--- config.mk ---
export PLATFORM = sky130hd
export DESIGN_NAME = mem_stage_hs
export DESIGN_NICKNAME = d
export VERILOG_FILES = /design/src/rtl/mem_stage_hs.sv
export SDC_FILE = /design/constraint.sdc
export NUM_CORES = 1
export LEC_CHECK = 0
export BUFFER_PORTS_ARGS = -buffer_cell sky130_fd_sc_hd__buf_2
export CAP_MARGIN = 20
export CORE_UTILIZATION = 51
export DETAILED_ROUTE_END_ITERATION = 8
export GPL_TIMING_DRIVEN = 0
export PLACE_DENSITY = 0.78
export SLEW_MARGIN = 25
export SYNTH_ARGS = -nofsm -noshare
export SYNTH_HDL_FRONTEND = slang
export SYNTH_SLANG_ARGS = --single-unit
--- constraint.sdc ---
create_clock -name clock -period 4.7 [get_ports clock]
set_input_delay 0.235 -clock clock [delete_from_list [all_inputs] [get_ports clock]]
set_output_delay 0.235 -clock clock [all_outputs]
set_load 0.005 [all_outputs]
--- src/rtl/mem_stage_hs.sv ---
// mem_stage_hs -- memory stage of the swt16 pipeline (between execute and
// writeback).
//
// Accepts one instruction at a time from execute. ALU-only instructions and
// misaligned word accesses are retired on the next cycle. Aligned loads and
// stores are latched and sent to a variable-latency data memory over a
// req/gnt/rvalid handshake. Upstream is stalled until the access completes.
// A watchdog aborts accesses that never complete.
//
// Ports
//   clock, reset             rising-edge clock, asynchronous active-low reset
//   in_valid .. in_mem_wr_word
//                            instruction and operands from execute
//   out_stall                upstream must hold (state != IDLE)
//   out_dmem_req/we/addr/wdata/be
//                            memory request, held stable until in_dmem_gnt
//   in_dmem_gnt, in_dmem_rvalid, in_dmem_rdata
//                            memory grant and read response
//   out_valid .. out_pc      registered writeback bundle (one-cycle valid pulse)
//   out_misalign_err         word access with non-zero low address bits
//   out_timeout_err          access aborted by the watchdog
// out_misalign_err and out_timeout_err are meaningful only while out_valid is 1.

module mem_stage_hs #(
    parameter int DMEM_ADDR_WIDTH = 12,
    parameter int DMEM_WORD_WIDTH = 16,
    parameter int IALU_WORD_WIDTH = 16,
    parameter int PMEM_WORD_WIDTH = 16,
    parameter int PC_WIDTH        = 12,
    parameter int REG_IDX_WIDTH   = 4,
    parameter int TIMEOUT_WIDTH   = 8,
    localparam int NB             = DMEM_WORD_WIDTH / 8,
    localparam int LB             = $clog2(NB)
) (
    input  logic                         clock,
    input  logic                         reset,

    input  logic                         in_valid,
    input  logic                         in_act_load_dmem,
    input  logic                         in_act_store_dmem,
    input  logic                         in_size_byte,
    input  logic                         in_load_signed,
    input  logic                         in_act_write_res_to_reg,
    input  logic [PMEM_WORD_WIDTH-1:0]   in_instr,
    input  logic [PC_WIDTH-1:0]          in_pc,
    input  logic [IALU_WORD_WIDTH-1:0]   in_res,
    input  logic [REG_IDX_WIDTH-1:0]     in_res_reg_idx,
    input  logic [DMEM_ADDR_WIDTH-1:0]   in_mem_addr,
    input  logic [DMEM_WORD_WIDTH-1:0]   in_mem_wr_word,

    output logic                         out_stall,

    output logic                         out_dmem_req,
    output logic                         out_dmem_we,
    output logic [DMEM_ADDR_WIDTH-LB-1:0] out_dmem_addr,
    output logic [DMEM_WORD_WIDTH-1:0]   out_dmem_wdata,
    output logic [NB-1:0]                out_dmem_be,
    input  logic                         in_dmem_gnt,
    input  logic                         in_dmem_rvalid,
    input  logic [DMEM_WORD_WIDTH-1:0]   in_dmem_rdata,

    output logic                         out_valid,
    output logic                         out_act_write_res_to_reg,
    output logic [IALU_WORD_WIDTH-1:0]   out_res,
    output logic [REG_IDX_WIDTH-1:0]     out_res_reg_idx,
    output logic [PMEM_WORD_WIDTH-1:0]   out_instr,
    output logic [PC_WIDTH-1:0]          out_pc,
    output logic                         out_misalign_err,
    output logic                         out_timeout_err
);

    typedef enum logic [1:0] {
        IDLE = 2'd0,
        REQ  = 2'd1,
        RESP = 2'd2
    } state_t;

    state_t state_reg, state_next;

    // Access captured on acceptance; drives the request and the result.
    logic                         is_store_reg;
    logic                         size_byte_reg;
    logic                         load_signed_reg;
    logic                         wr_en_reg;
    logic [PMEM_WORD_WIDTH-1:0]   instr_reg;
    logic [PC_WIDTH-1:0]          pc_reg;
    logic [IALU_WORD_WIDTH-1:0]   res_reg;
    logic [REG_IDX_WIDTH-1:0]     idx_reg;
    logic [DMEM_ADDR_WIDTH-1:0]   addr_reg;
    logic [DMEM_WORD_WIDTH-1:0]   st_data_reg;

    logic [TIMEOUT_WIDTH-1:0]     wd_reg;
    logic [TIMEOUT_WIDTH-1:0]     wd_inc;

    // Registered writeback bundle.
    logic                         out_valid_reg;
    logic                         out_wr_reg;
    logic [IALU_WORD_WIDTH-1:0]   out_res_reg;
    logic [REG_IDX_WIDTH-1:0]     out_idx_reg;
    logic [PMEM_WORD_WIDTH-1:0]   out_instr_reg;
    logic [PC_WIDTH-1:0]          out_pc_reg;
    logic                         out_mis_reg;
    logic                         out_to_reg;

    // Control decoded in the next-state process.
    logic                         is_mem_op;
    logic                         is_misaligned;
    logic                         wd_expired;
    logic                         latch_en;
    logic                         out_en;
    logic                         out_from_in;
    logic [IALU_WORD_WIDTH-1:0]   res_next;
    logic                         wr_next;
    logic                         mis_next;
    logic                         to_next;

    // Byte-lane helpers.
    logic [LB-1:0]                lane_idx;
    logic [7:0]                   rd_lane [NB];
    logic [NB-1:0]                be_byte;
    logic [DMEM_WORD_WIDTH-1:0]   wdata_rep;
    logic [7:0]                   ld_byte;
    logic [DMEM_WORD_WIDTH-1:0]   ld_data;
    logic                         req_active;

    assign lane_idx = addr_reg[LB-1:0];

    genvar gi;
    generate
        for (gi = 0; gi < NB; gi++) begin : g_lane
            assign rd_lane[gi]           = in_dmem_rdata[8*gi +: 8];
            assign be_byte[gi]           = (lane_idx == LB'(gi));
            assign wdata_rep[8*gi +: 8]  = st_data_reg[7:0];
        end
    endgenerate

    assign ld_byte = rd_lane[lane_idx];
    assign ld_data = size_byte_reg
                   ? {{(DMEM_WORD_WIDTH-8){load_signed_reg & ld_byte[7]}}, ld_byte}
                   : in_dmem_rdata;

    assign is_mem_op     = in_act_load_dmem | in_act_store_dmem;
    assign is_misaligned = !in_size_byte && (in_mem_addr[LB-1:0] != '0);

    // The access is abandoned on the edge at which the count would reach all
    // ones, so a never-granted request stays up for 2**TIMEOUT_WIDTH-1 cycles.
    assign wd_inc     = wd_reg + TIMEOUT_WIDTH'(1);
    assign wd_expired = (wd_inc == '1);

    always_comb begin
        state_next  = state_reg;
        latch_en    = 1'b0;
        out_en      = 1'b0;
        out_from_in = 1'b0;
        res_next    = res_reg;
        wr_next     = 1'b0;
        mis_next    = 1'b0;
        to_next     = 1'b0;
        unique case (state_reg)
            IDLE: begin
                if (in_valid) begin
                    if (!is_mem_op) begin
                        out_en      = 1'b1;
                        out_from_in = 1'b1;
                        res_next    = in_res;
                        wr_next     = in_act_write_res_to_reg;
                    end else if (is_misaligned) begin
                        out_en      = 1'b1;
                        out_from_in = 1'b1;
                        res_next    = in_res;
                        mis_next    = 1'b1;
                    end else begin
                        latch_en    = 1'b1;
                        state_next  = REQ;
                    end
                end
            end
            REQ: begin
                // A grant in the expiry cycle wins over the watchdog.
                if (in_dmem_gnt) begin
                    if (is_store_reg) begin
                        state_next = IDLE;
                        out_en     = 1'b1;
                        wr_next    = wr_en_reg;
                    end else begin
                        state_next = RESP;
                    end
                end else if (wd_expired) begin
                    state_next = IDLE;
                    out_en     = 1'b1;
                    to_next    = 1'b1;
                end
            end
            RESP: begin
                if (in_dmem_rvalid) begin
                    state_next = IDLE;
                    out_en     = 1'b1;
                    res_next   = ld_data;
                    wr_next    = wr_en_reg;
                end else if (wd_expired) begin
                    state_next = IDLE;
                    out_en     = 1'b1;
                    to_next    = 1'b1;
                end
            end
            default: state_next = IDLE;
        endcase
    end

    always_ff @(posedge clock or negedge reset) begin
        if (!reset) begin
            state_reg <= IDLE;
            wd_reg    <= '0;
        end else begin
            state_reg <= state_next;
            if (latch_en) begin
                wd_reg <= '0;
            end else if (state_reg != IDLE) begin
                wd_reg <= wd_inc;
            end
        end
    end

    always_ff @(posedge clock or negedge reset) begin
        if (!reset) begin
            is_store_reg    <= 1'b0;
            size_byte_reg   <= 1'b0;
            load_signed_reg <= 1'b0;
            wr_en_reg       <= 1'b0;
            instr_reg       <= '0;
            pc_reg          <= '0;
            res_reg         <= '0;
            idx_reg         <= '0;
            addr_reg        <= '0;
            st_data_reg     <= '0;
        end else if (latch_en) begin
            // Load+store together behaves as a store.
            is_store_reg    <= in_act_store_dmem;
            size_byte_reg   <= in_size_byte;
            load_signed_reg <= in_load_signed;
            wr_en_reg       <= in_act_write_res_to_reg;
            instr_reg       <= in_instr;
            pc_reg          <= in_pc;
            res_reg         <= in_res;
            idx_reg         <= in_res_reg_idx;
            addr_reg        <= in_mem_addr;
            st_data_reg     <= in_mem_wr_word;
        end
    end

    always_ff @(posedge clock or negedge reset) begin
        if (!reset) begin
            out_valid_reg <= 1'b0;
            out_wr_reg    <= 1'b0;
            out_res_reg   <= '0;
            out_idx_reg   <= '0;
            out_instr_reg <= '0;
            out_pc_reg    <= '0;
            out_mis_reg   <= 1'b0;
            out_to_reg    <= 1'b0;
        end else begin
            out_valid_reg <= out_en;
            // Bundle only changes on a retirement so it stays stable between pulses.
            if (out_en) begin
                out_wr_reg  <= wr_next;
                out_res_reg <= res_next;
                out_mis_reg <= mis_next;
                out_to_reg  <= to_next;
                if (out_from_in) begin
                    out_idx_reg   <= in_res_reg_idx;
                    out_instr_reg <= in_instr;
                    out_pc_reg    <= in_pc;
                end else begin
                    out_idx_reg   <= idx_reg;
                    out_instr_reg <= instr_reg;
                    out_pc_reg    <= pc_reg;
                end
            end
        end
    end

    assign req_active     = (state_reg == REQ);
    assign out_stall      = (state_reg != IDLE);
    assign out_dmem_req   = req_active;
    assign out_dmem_we    = req_active & is_store_reg;
    assign out_dmem_addr  = req_active ? addr_reg[DMEM_ADDR_WIDTH-1:LB] : '0;
    assign out_dmem_be    = !req_active ? '0 : (size_byte_reg ? be_byte : '1);
    assign out_dmem_wdata = !req_active ? '0 : (size_byte_reg ? wdata_rep : st_data_reg);

    assign out_valid                = out_valid_reg;
    assign out_act_write_res_to_reg = out_wr_reg;
    assign out_res                  = out_res_reg;
    assign out_res_reg_idx          = out_idx_reg;
    assign out_instr                = out_instr_reg;
    assign out_pc                   = out_pc_reg;
    assign out_misalign_err         = out_mis_reg;
    assign out_timeout_err          = out_to_reg;

endmodule

-- Yosys cells after proc, flatten, opt, wreduce, memory -nomap -nowiden
Cells that the tools add are included.
- register bits after elaboration: 142
- input bits: 102
- output and inout bits: 84
- word-level logic and storage cells: 91
- add/subtract/negate cells: 1
- magnitude comparators: 1
- eq/ne operators: 6
- muxes and demuxes: 52
- bitwise gates (word level): 5
- reduce and logical (&&, ||, !) cells: 6
- operators by type and width (operator ; count):
    two-way mux 16 bit ; 8
    two-way mux 8 bit ; 5
    case mux 16 bit (2 select lines) ; 1
    two-way mux 1 bit ; 22
    two-way mux 2 bit ; 9
    two-way mux 12 bit ; 1
    two-way mux 11 bit ; 1
    adder 8 x 1 -> 8 bit (second input constant) ; 1
    equality test 8 bit (second input constant) ; 1
    inequality test 2 bit (second input constant) ; 3
    case mux 1 bit (3 select lines) ; 2
    case mux 2 bit (3 select lines) ; 1
    two-way mux 4 bit ; 1
    nonzero test 2 bit ; 2
    AND reduction 3 bit ; 1
    bitwise AND 1 bit ; 2
    equality test 2 x 1 -> 1 bit (second input constant) ; 1
    equality test 2 bit (second input constant) ; 1
    >= comparator 2 bit (second input constant) ; 1
    zero test 2 bit ; 1
    inverter 1 -> 2 bit ; 1
    case mux 1 bit (2 select lines) ; 1
    logical AND 1 bit ; 1
    zero test 1 bit ; 1
    2 further kinds ; 2

-- Depth between registers and ports, before layout
Gate-level depths: netlist (run 1).
- depth in word-level cells: 8
- mapped depth: 11
- mapped depth without buffers: 8

-- Worst setup path after synthesis (run 1)
Ideal clock, no wire load.
- path kind: register -> register
- start: register wd_reg[1]
- end: register out_wr_reg (netlist: out_act_write_res_to_reg)
- library setup time: 125 ps
- arrival time: 2098 ps
- required time: 4575 ps
- path slack: 2477 ps
- stages on the path, launching flop included: 9
- path buffers: 1
- period minus slack after synthesis: 2223 ps
- cell sequence: dfrtp_1 ha_1 nand3_2 or3_4 a211oi_4 a31oi_4 inv_6 buf_12 mux2_4
- word-level cells in the longest chain between the ends: 5
- elaborated cells between the ends (all ways): 6
- those cells by class: add/sub (1); eq/ne (1); mux (4)
- ends and longest elaborated chain (element ; RTL line ; text):
    start: declaration ; 92 ; logic [TIMEOUT_WIDTH-1:0] wd_reg;
    start signal: assignment ; 219 ; wd_reg <= wd_inc;
    adder 8 x 1 -> 8 bit (*) ; 147 ; assign wd_inc = wd_reg + TIMEOUT_WIDTH'(1);
    equality test 8 bit (*) ; 148 ; assign wd_expired = (wd_inc == '1);
    two-way mux 1 bit (*) ; 188, 200 ;
    two-way mux 1 bit, on equally long branches ; 195, 180 ;
    case mux 1 bit (3 select lines) (*) ; 159 ; unique case (state_reg)
    end signal: assignment ; 265 ; out_wr_reg <= wr_next;
    end: declaration ; 97 ; logic out_wr_reg;
Every way passes the cells marked *; elsewhere a longest branch is shown, timed or not.
A chain may end at the register's enable or synchronous reset.

-- Final worst setup path (run 1)
- start: register state_reg[1]
- end: register idx_reg[3]
- word-level cells in the longest chain between the ends: 2
- ends and longest elaborated chain (element ; RTL line ; text):
    start: declaration ; 78 ; state_t state_reg, state_next;
    start signal: assignment ; 215 ; state_reg <= state_next;
    zero test 2 bit ; 159 ;
    two-way mux 1 bit ; 159 ;
    end signal: assignment ; 245 ; idx_reg <= in_res_reg_idx;
    end: declaration ; 88 ; logic [REG_IDX_WIDTH-1:0] idx_reg;
Every way passes these cells.

==> results of run 1 <==
## worst max-delay path: cells and delay by family, from the launching register on
family	cells	cell delay [ns]
buffers and inverters	3	0.96
and+or+nand+nor	2	0.79
DFF	1	0.42
muxes	1	0.42
adders and majority gates	1	0.15
## per-layer routing
metal  vias up  global-route usage, %  wire length, microns
met4         0                   10.4                   408
met3        32                   5.94                   966
met5         -                      0                     0
met1      2558                   31.2                  7010
li1       2433                      -                     -
met2       200                   41.5                  8320
## power breakdown
| part | switching (W) | total, W | internal, W |
|---|---|---|---|
| clock | 0.000481 | 0.00123 | 0.000753 |
| sequential | 0.000345 | 0.00218 | 0.00183 |
| combinational | 0.00109 | 0.00249 | 0.00140 |
## per-stage QoR
stage	hold slack (ns)	setup slack [ns]	instance area, sq um	instances
floorplan	-0.0606	2.48	6960	588
global placement	0.451	1.50	8110	949
detailed placement	0.225	1.83	8150	950
CTS	0.0114	1.80	8690	983
global route	0.0129	1.58	8690	983
finish	0.0302	1.83	8690	983
## logic make-up after synthesis
group	share of synthesized area [%]
compound gates	5.72
xor+xnor	0.881
fa+ha+maj	1.08
buf+inv	3.59
flops	51.0
mux	24.8
simple gates	12.9
## worst paths after layout
kind	start	to	slack, ns	cells after the start
max in group asynchronous	reset	state_reg[0]$_DFFE_PN0P_	3.61	3
hold reg to reg	addr_reg[1]$_DFFE_PN0P_	addr_reg[1]$_DFFE_PN0P_	0.48	1
min in group asynchronous	reset	out_instr[1]$_DFFE_PN0P_	0.35	2
hold / removal	in_mem_addr[4]	addr_reg[4]$_DFFE_PN0P_	0.03	2
setup / recovery	state_reg[1]$_DFFE_PN0P_	idx_reg[3]$_DFFE_PN0P_	1.83	7
setup reg to reg	state_reg[1]$_DFFE_PN0P_	idx_reg[3]$_DFFE_PN0P_	1.83	7
## layout by cell type, fill, tap and decap left out, types with 6 or more instances in the layout
cell	Yosys	routed
buf_2	5	189
dfrtp_1	142	142
nand2_1	124	124
mux2_2	57	57
mux2_4	49	49
clkbuf_1	23	30
mux2_1	24	24
and2_1	22	22
clkbuf_16	0	17
nor2_1	16	16
a221o_1	16	16
a21oi_1	13	13
nand3_1	11	11
nor2b_1	10	10
mux2i_1	8	8
nor3_1	8	8
o21ai_0	7	7
inv_1	6	6
ha_1	6	6
## area by class of cell
| type | instances | share of cell area, % |
|---|---|---|
| clock inverter | 6 | 0.691 |
| clock buffer | 26 | 5.51 |
| inverter | 7 | 0.360 |
| timing repair buffer | 187 | 11.2 |
| buffer | 35 | 2.52 |
| multi-input combinational | 404 | 36.3 |
| tap | 176 | 2.53 |
| sequential | 142 | 40.9 |
==> impl_summary.md, run 1 <==
Floorplan
The die covers 14100 sq um. The total core area is 13300 sq um. The placement row count is 42. The die height is 119 microns. The number of primary I/O pins is 186. Once the floorplan was initialized, standard cells occupied 52.4% of the core.

The die is 119 microns wide.

Synth
The async set or reset register ratio after synthesis is 100%. The average instance area after synthesis is 11.8 sq um. The cell type contributing the most total cell area after synthesis is dfrtp_1. The Yosys warning count is 0. The top cell type's share of synthesized area is 51.0%. Sorting the synthesized cells by how often they occur yields dfrtp_1, nand2_1, mux2_2, mux2_4, mux2_1. The mapped netlist covers 6960 sq um.

The share of the Yosys chip area taken by registers is 51.0%. The net count after synthesis is 696. The most numerous cell in the Yosys netlist is dfrtp_1. The synthesized netlist cell count is 588. Ranked by total cell area, the synthesized netlist is headed by dfrtp_1, mux2_4, mux2_2. After synthesis the netlist holds a flip-flop and latch count of 142. The unique cell type count in the Yosys netlist is 43. The commonest register cell after synthesis is dfrtp_1.

The number of flops mapped to enable cells by yosys is 0.

Global routing
The overall overflow remaining after global route is 0. The number of global-route vias before repair is 5338. The number of antenna violations at the first check in global routing is 0. The global router's overall resource usage is 25.0%. The pin count of the biggest net entering global routing is 75. The first-pass GRT wire length is 27100 microns.

Timing
The time the worst path needs with I/O delays and setup is 2.87 ns. The pin slew with the least headroom to its limit is 0.814 ns. The number of pins exceeding their max-slew limit in the final report is 0. Setup total negative slack on the finished layout was measured at 0 ns. The number of setup violations in the final report is 0. The tightest slew margin relative to the limit is 45.5%. Static timing analysis puts the maximum clock frequency at 348 MHz. Dividing the final minimum period by the clock period gives 61.1%.

Setup repair after global routing left no endpoint under its margin. The worst setup skew after layout is 0.00834 ns. The hold violation count in the final report is 0.

CTS
The register clock-pin slew on the reported worst setup and hold paths is 0.06 ns. The buffer type at the clock tree root is clkbuf_16. Post-CTS timing repair inserted 0 buffers for setup. The clock reaches the later pin of the worst-skew pair after 0.42 ns. The tree built by TritonCTS fans out to 142 sinks. The H-tree was split into 4 levels.

The post-cts repair resize count is 0. The number of buffers inserted for hold repair after clock tree synthesis is 1. The clock passes through at most 2 buffers.

The TritonCTS clock tree is built. The total CTS buffers is 17.

Run
The number of maximum-capacitance constraint violations is 0.

Layout
The fraction of final layout cells sized beyond drive strength 1 is 41.1%. The synthesis-to-layout area growth is 24.9%. The number of inserted diodes is 0.

Once layout is complete, the utilization of the core stands at 65.4%. In the final layout, flip-flops and latches occupy 3550 sq um. The layout net count is 902. Summing all multi-input logic gate instances after layout gives 3160 sq um. Counting the fill cells in the layout gives 1017.

Worst setup path
The endpoint required time on the critical path is 5.00 ns. The category of the worst setup path capture point is a flop. The largest driver fanout on the critical path is 10. The data arrival time of the critical path is 3.17 ns.

The slowest stage of the critical path is the nor2_1 cell. The worst setup path is of the reg -> reg kind. On the worst path, the slowest cell contributes a delay of 0.65 ns.

Walking the worst path, the cells encountered are inv_1, ha_1, buf_2, nand2_1, nor2_1, clkbuf_1, mux2_2. The element type at the critical path start is a flop.

Place
The placer congestion estimate is 0.833. The total half-perimeter wirelength after legalization and detailed placement is 12300 microns. During placement, the flow inserted port buffers numbering 185.

Power
The power per cell area is 679 nW/um^2. The worst-case IR drop observed on VDD is 0.000331 V. The leakage power is 4.26 nW. The total power is 0.00590 W.

Detailed routing
The number of nets with antenna violations after routing is 0. The pre-antenna-repair detailed-routing pass consisted of 4 iterations. The routed design has 16700 microns of wire. Using the TritonRoute via totals, the vias-per-cell ratio works out to 5.31. The number of vias in the routed layout is 5223. The average wire per standard cell is 17.0 microns. In the routed design, unresolved DRC markers number 0. The first routing iteration left 345 violations.

Outcome
The run finished with clean final reports.

Worst hold path
In this run the worst hold path is classified as in -> reg.
(Power assumes the default switching activity.)
==> run 2, diff against run 1 <==
clock period = 2.9 ns   (was 4.7 ns; I/O delays follow)
==> impl_summary.md, run 2 (synthesis results as in run 1) <==
Outcome
The flow ran to the end, and the final reports show no timing, DRC or antenna violations.

Place
The number of placed instances with taps included is 950. The count of input and output buffers is 185. Summed over all nets, the half-perimeter wirelength after detailed placement is 12300 microns. The congestion estimate from routability-driven global placement came to 0.833.

CTS
The worst-case clock buffer depth is 2. The H-tree was split into 4 levels. Clock tree synthesis selected as its root buffer the cell clkbuf_16. For this design, the sink count on the clock tree is 142.

Clock tree synthesis inserted a total of 17 buffers. TritonCTS built the clock tree. The post-CTS repair timing setup buffer count is 0. For the worst-skew pair, the clock arrives at the later sink with an insertion delay of 0.42 ns. Clock-pin slew was measured on the worst setup and hold paths at 0.05 ns.

Floorplan
For this configuration, the core starts out at a cell density of 52.4%. The total core area is 13300 sq um. The floorplan step defined a die boundary enclosing 14100 sq um. The die height is 119 microns.

The number of primary I/O pins is 186. The placement row count is 42. In this run the horizontal extent of the chip is 119 microns.

Timing
Setup repair after global routing left no endpoint under its margin. The number of pins exceeding their max-slew limit in the final report is 0. The worst hold slack after final layout is 0.0294 ns. The pin slew with the least headroom to its limit is 0.750 ns. Between clock sinks in the finished design, the worst skew comes to 0.0111 ns.

The hold violation count in the final report is 0. The number of setup violations in the final report is 0. Counting I/O delays and the setup requirement, the final critical path takes 2.66 ns. The maximum clock frequency is 375 MHz. The tightest slew margin relative to the limit is 50.0%. After layout, the worst path uses 91.8% of the clock period.

Run
The number of maximum-capacitance constraint violations is 0.

Layout
The filler-free cell count of the finished design is 1062. The most frequent standard cell in the layout excluding fill and tap cells is buf_2. The number of inserted diodes is 0. The net count of the finished layout is 981. The library cells used most frequently in the layout, excluding fill and tap cells, are buf_2, dfrtp_1, nand2_1. The synthesis-to-layout area growth is 36.3%. The fraction of final layout cells sized beyond drive strength 1 is 37.8%. The fraction of the core area covered by cells at the end of the flow is 71.4%.

Power
Dividing total power by cell area gives a power density of 1020 nW/um^2. The worst supply voltage drop on vdd is 0.000508 V. Total power for the finished layout comes to 0.00973 W. For this design the static power due to leakage is 4.60 nW.

Detailed routing
The first routing iteration left 404 violations. In the routed layout, each cell is associated on average with a via count of 5.32. In the final routed layout, each cell accounts on average for 17.4 microns. The first detailed-routing pass took 5 iterations. For this block, the via count after detailed routing is 5651. The total DRC errors in the routed layout is 0.

The count of nets left with antenna violations once routing finished came out at 0. The routed design has 18500 microns of wire.

Worst setup path
Data arrives at the worst endpoint at 2.96 ns. The minimum setup slack among reg-to-reg paths is 0.24 ns. The beginning of the critical path is state_reg[1]$_DFFE_PN0P_. The worst register-to-register path begins at state_reg[1]$_DFFE_PN0P_. STA classifies the critical path startpoint as a flop.

In this run the worst path has a maximum fanout of 10. The slowest stage of the critical path is the clkbuf_1 cell. The signal on the critical path passes through inv_1, ha_1, buf_2, nand2_1, nor2_2, clkbuf_1, mux2_2. Counting buffers and inverters, the worst setup path is 7 cells deep. The cell class contributing the biggest share of worst-path delay is buffers and inverters. The buffering stage count on the worst path with inverters included is 3. The endpoint required time on the critical path is 3.19 ns. The category of the worst setup path capture point is a flop.

Measured in cells, the most critical reg-to-reg path has a length of 7. By startpoint and endpoint, the worst setup path is classified as reg -> reg. The largest stage delay on the critical path is 0.63 ns.

The worst register-to-register path ends at idx_reg[3]$_DFFE_PN0P_. The capture point of the worst path is idx_reg[3]$_DFFE_PN0P_.

Global routing
Across every metal layer, demand over resource in global routing totals 27.6%. The first global-routing pass estimated 29900 microns of wire. The number of global-route vias before repair came to 5894.

The overall overflow remaining after global route is 0. The number of antenna violations at the first check in global routing is 0. Entering global routing, the biggest net connects 75 pins.

Worst hold path
The tightest min-delay check is of the in -> reg type.
-- run 2: final cells by class --
type | instances | area (sq um)
fillers | 884 | 3800
flip-flops and latches | 142 | 3550
multi-input cells | 404 | 3160
repair buffers | 266 | 1760
clock buffers | 26 | 479
plain buffers | 35 | 221
well taps | 176 | 220
clock inverters | 6 | 60.1
inverters | 7 | 31.3
-- run 2: how the worst min path moves through the flow --
stage                 startpoint  cells after the start  slack (ns)                    endpoint
3_3_place_gp   in_mem_wr_word[0]                      2        0.36  st_data_reg[0]$_DFFE_PN0P_
3_5_place_dp               reset                      1        0.13    out_instr[1]$_DFFE_PN0P_
5_1_grt        in_res_reg_idx[3]                      2        0.02      idx_reg[3]$_DFFE_PN0P_
6_report       in_res_reg_idx[3]                      2        0.03      idx_reg[3]$_DFFE_PN0P_
4_1_cts        in_res_reg_idx[3]                      2        0.01      idx_reg[3]$_DFFE_PN0P_
2_1_floorplan              reset                      0       -0.15     addr_reg[0]$_DFFE_PN0P_
-- run 2: where the power goes --
group / total, W / internal, W / switching (W)
Sequential: 0.00354 / 0.00297 / 0.000573
Combinational: 0.00418 / 0.00235 / 0.00184
Clock: 0.00200 / 0.00122 / 0.000780
-- run 2: metrics by stage --
stage	TNS, ns	setup slack [ns]	instance area, sq um
final	0	0.237	9490
after global routing	0	0.0354	9490
after CTS	0	0.00123	9490
after detailed placement	0	0.0318	8150
after global placement	-28.25	-0.206	8110
after floorplan	0	0.677	6960
-- run 2: worst reg2reg max path, delay by kind of cell, from the launching register on --
family / cells / cell delay [ns]
adder cells (fa/ha/maj): 1 / 0.15
buffers and inverters: 3 / 0.95
flip-flops: 1 / 0.42
multiplexers: 1 / 0.42
AND/OR/NAND/NOR: 2 / 0.60
-- run 2: per-layer routing --
layer / track usage (%) / part of all wire [%] / vias to the layer above
met4: 11.5 / 2.6 / 0
met3: 6.75 / 5.8 / 48
met2: 47.8 / 51 / 249
met5: 0 / 0 / -
li1: - / - / 2592
met1: 32.7 / 40 / 2762
-- run 2: repair_timing --
item	in CTS	in global routing
hold endpoints to repair	147	0
setup endpoints to repair	0	80
gates resized for setup	0	4
hold buffers	80	0
